### config.mk
export PLATFORM = sky130hd
export DESIGN_NAME = add_seq
export DESIGN_NICKNAME = d
export VERILOG_FILES = /design/src/rtl/add_seq.sv
export SDC_FILE = /design/constraint.sdc
export NUM_CORES = 1
export LEC_CHECK = 0
export ABC_AREA = 1
export CAP_MARGIN = 15
export CORE_ASPECT_RATIO = 1.2
export CORE_MARGIN = 2
export CORE_UTILIZATION = 60
export DETAILED_ROUTE_END_ITERATION = 16
export DONT_BUFFER_PORTS = 1
export MAX_ROUTING_LAYER = met4
export PLACE_DENSITY = 0.74
export SYNTH_ARGS = -nofsm -noshare
export SYNTH_HDL_FRONTEND = slang
export SYNTH_HIERARCHICAL = 1
export SYNTH_SLANG_ARGS = --single-unit
### constraint.sdc
create_clock -name clk -period 3.85 [get_ports clk]
set_input_delay 0.77 -clock clk [delete_from_list [all_inputs] [get_ports clk]]
set_output_delay 0.77 -clock clk [all_outputs]
set_load 0.005 [all_outputs]
### src/rtl/add_seq.sv
// add_seq: wide adder that time-multiplexes one shared 8-bit add, one limb per clock,
// least-significant limb first, with the inter-limb carry held in a register.
module add (
    input  logic [7:0] i_a,
    input  logic [7:0] i_b,
    input  logic       i_ci,
    output logic [7:0] o_x,
    output logic       o_co
);
    assign {o_co, o_x} = {1'b0, i_a} + {1'b0, i_b} + {8'b0, i_ci};
endmodule

module add_seq #(
    parameter int WORDS = 4
) (
    input  logic               clk,
    input  logic               rst_n,
    input  logic               i_start_valid,
    output logic               o_start_ready,
    input  logic [8*WORDS-1:0] i_op_a,
    input  logic [8*WORDS-1:0] i_op_b,
    input  logic               i_ci,
    output logic [8*WORDS-1:0] o_sum,
    output logic               o_co,
    output logic               o_busy,
    output logic               o_done
);
    localparam int IW = (WORDS > 1) ? $clog2(WORDS) : 1;

    typedef enum logic [1:0] {S_IDLE, S_RUN, S_DONE} state_t;

    state_t                r_state, w_next;
    logic [IW-1:0]         r_idx;
    logic                  r_cy, r_co;
    logic [WORDS-1:0][7:0] r_a, r_b, r_sum;
    logic [7:0]            w_x;
    logic                  w_co, w_last;

    add u_add (
        .i_a  (r_a[r_idx]),
        .i_b  (r_b[r_idx]),
        .i_ci (r_cy),
        .o_x  (w_x),
        .o_co (w_co)
    );

    assign w_last        = (r_idx == IW'(WORDS - 1));
    assign o_start_ready = (r_state == S_IDLE);
    assign o_busy        = (r_state != S_IDLE);
    assign o_done        = (r_state == S_DONE);
    assign o_sum         = r_sum;
    assign o_co          = r_co;

    always_comb begin
        w_next = r_state;
        if (r_state == S_IDLE && i_start_valid)
            w_next = S_RUN;
        else if (r_state == S_RUN && w_last)
            w_next = S_DONE;
        else if (r_state == S_DONE)
            w_next = S_IDLE;
    end

    always_ff @(posedge clk or negedge rst_n) begin
        if (!rst_n)
            r_state <= S_IDLE;
        else
            r_state <= w_next;
    end

    // Upper limbs of sum keep stale data until RUN reaches them.
    always_ff @(posedge clk or negedge rst_n) begin
        if (!rst_n) begin
            r_idx <= '0;
            r_cy  <= 1'b0;
            r_co  <= 1'b0;
            r_a   <= '0;
            r_b   <= '0;
            r_sum <= '0;
        end else if (r_state == S_IDLE && i_start_valid) begin
            r_a   <= i_op_a;
            r_b   <= i_op_b;
            r_cy  <= i_ci;
            r_idx <= '0;
        end else if (r_state == S_RUN) begin
            r_sum[r_idx] <= w_x;
            r_cy         <= w_co;
            if (w_last)
                r_co <= w_co;
            else
                r_idx <= r_idx + 1'b1;
        end
    end
endmodule

==> flow_summary.ini <==
[finish]
syn_to_final_growth_pct = 3.38
final_layout_size_suffix_gt1_share_pct = 5.86
nets = 656
diodes = 0

[yosys]
syn_nets = 674
synth_seq_area_share_pct = 51.8
yosys_warnings = 6
synth_cell_types = 28
synth_cells = 593
ys_seq_elements = 102
synth_area_per_cell_um2 = 8.31
synthesis.area_um2 = 4930

[timing]
tightest_slew_ns = 1.03
finClkSkew_ns = 0.0131
period_share_pct = 84.7
maxSlewViolCount = 0
period_minus_slack_ns = 3.26
fmax_mhz = 307
setup_viol = 0
rsz0062_at_grt = false
relSlewSlack_pct = 31.6
hold_violations = 0
fin_tns_setup_ns = 0

[clock_network]
post_cts_buffers = 0
cts_buffer_depth = 2
tritoncts = done
root_buffer = clkbuf_8
clock_sinks = 102
cts-resized-gates = 0
clk_pin_slew_ns = 0.10
clock_latency_ns = 0.37
cts_made_buffers = 9
cts.htree.levels = 3
ctsHoldBuffers = 0

[floorplan]
num_io_pins = 104
row_count = 36
coreArea_um2 = 8060
dieArea_um2 = 8950
start_util_pct = 61.1
dieWidth_um = 86.7
fp.dieH_um = 103

[routing]
m1WireLength_um = 4570
dr.first_iter.drc_count = 207
ant_nets = 0
dr_total_vias = 3763
via_per_inst = 5.57
routedWlPerCell_um = 15.9
wl_met3_um = 520
drc = 0
highest-signal-layer = met4
wl_met2_um = 5500
wirelength_um = 10700
first_pass_iters = 5

[global_route]
grt_usage_pct = 25.4
grt_max_degree = 103
grt_overflow = 0
grt_pass1_wl_um = 16800
grt_pass1_vias = 3505
antenna_found_initial = 0

[critical_path]
cp-end-kind = flop
cp_common_cell = nand2_1
critical-path-top-delay-family = adder cells
arrival_ns = 3.49
max_stage_delay_ns = 0.53
crit_type = flop to flop
cp_num_buf_inv = 3
path_cells = buf_4 > clkinv_1 > o211ai_1 > nand2_1 > fa_1 > fa_1 > nand2_1 > nand2_1 > nand3b_4 > nand2_1 > nand2_1 > nand2_1 > inv_1 > o21ai_0
crit_required_ns = 4.08
crit_path_top_delay_cell = clkinv_1
worstPathMaxFanout = 24
critPathLaunchType = flop

[placed_design]
io_buffers = 0
dp_hpwl_um = 7780
gp_congestion = 0.884

[flow_run]
drv_cap = 0

[run_status]
outcome = finished, final reports clean

[pwr]
finalPower_w = 0.00558
p_leak_nw = 2.66
power.density_nw_per_um2 = 1100
ir_drop_v = 0.000439

[hold_path]
hold_path_class = input pin to async pin
[final timing paths]
check                          from         to  slack (ns)  cells after the start
setup reg to reg           r_idx[0]  o_sum[14]        0.59                     14
max in group asynchronous     rst_n    r_b[27]        3.62                      0
hold reg to reg             r_b[30]    r_b[30]        0.48                      2
hold / removal                rst_n    r_b[21]        0.08                      0
setup / recovery           r_idx[0]  o_sum[14]        0.59                     14
min in group clk            r_b[30]    r_b[30]        0.48                      2
[final cells by class]
cell class,instances,area [µm²]
clock buffers,10,128
multi-input cells,417,2040
fillers,724,2970
well taps,95,119
repair buffers,5,37.5
clock inverters,6,67.6
flip-flops and latches,102,2550
inverters,40,150
[Yosys cell counts]
library cell	n	area share [%]
buf_1	5	0.38
o21ai_0	48	4.9
inv_1	37	2.8
o211ai_1	17	2.6
nand2_2	4	0.51
buf_6	5	1.1
nand4_1	1	0.13
nand2_1	212	16
fa_1	2	0.81
nor2_4	2	0.46
nand3b_4	1	0.41
nand3_1	54	5.5
buf_4	2	0.30
inv_2	2	0.15
dfrtp_1	102	52
xnor2_1	2	0.36
or2_4	2	0.36
clkbuf_1	10	0.76
nor2_2	1	0.13
buf_2	12	1.2
nand3b_1	1	0.15
nand3_2	1	0.20
o21a_1	17	2.6
clkinv_1	1	0.076
nor2_1	36	2.7
a21oi_1	4	0.41
ha_1	11	2.8
xor2_1	1	0.18
[state kept, by name (all words and copies together), names as in the netlist]
name / cells
r_cy: 1
o_co: 1
r_state: 2
r_a: 32
r_b: 32
o_sum: 32
r_idx: 2
[per-stage QoR]
stage / cell area [µm²] / hold slack (ns) / cells / util, % / setup slack (ns)
3_3_place_gp: 4900 / 0.454 / 659 / 60.7 / 0.781
5_1_grt: 5090 / 0.0486 / 675 / 63.2 / 0.259
4_1_cts: 5090 / 0.0681 / 675 / 63.2 / 0.616
3_5_place_dp: 4900 / 0.460 / 659 / 60.7 / 0.641
2_1_floorplan: 4930 / 0.437 / 593 / - / 1.30
6_report: 5090 / 0.0780 / 675 / 63.2 / 0.590
[power breakdown]
part / switching (W) / total, W / internal [W]
logic: 0.00189 / 0.00294 / 0.00105
registers: 0.000386 / 0.00197 / 0.00159
clock network: 0.000367 / 0.000671 / 0.000304
total: 0.00264 / 0.00558 / 0.00294
[layout by cell type (no fill, tap or decap)]
cell type     n
nor2_2        1
clkinvlp_4    2
inv_6         2
inv_1        37
clkinv_1      1
nand2_1     211
fa_1          2
nand3b_4      1
ha_1         11
clkbuf_1      1
nor2_4        2
dfrtp_1     102
nand2_2       5
nand3_1      54
o211ai_1     17
nand3b_1      1
nand4_1       1
xnor2_1       2
o21a_1       17
a21oi_1       4
clkinv_2      1
bufinv_16     1
xor2_1        1
buf_4         5
clkbuf_8      9
o21ai_0      48
nor2_1       36
inv_2         2
or2_4         2
nand3_2       1
[per-layer routing]
metal	vias to the layer above	GRT usage (%)
li1	1862	-
met1	1767	32.1
met2	117	42.2
met3	17	5.00
met4	0	6.73
met5	-	-
[kinds of logic after synthesis]
logic type / after synthesis / synth area share, %
xor+xnor: 3 / 0.533
compound gates: 86 / 10.5
simple gates: 315 / 26.7
buf+inv: 74 / 6.86
fa+ha+maj: 13 / 3.61
flops: 102 / 51.8
No activity file was read; power rests on OpenSTA's default activity.
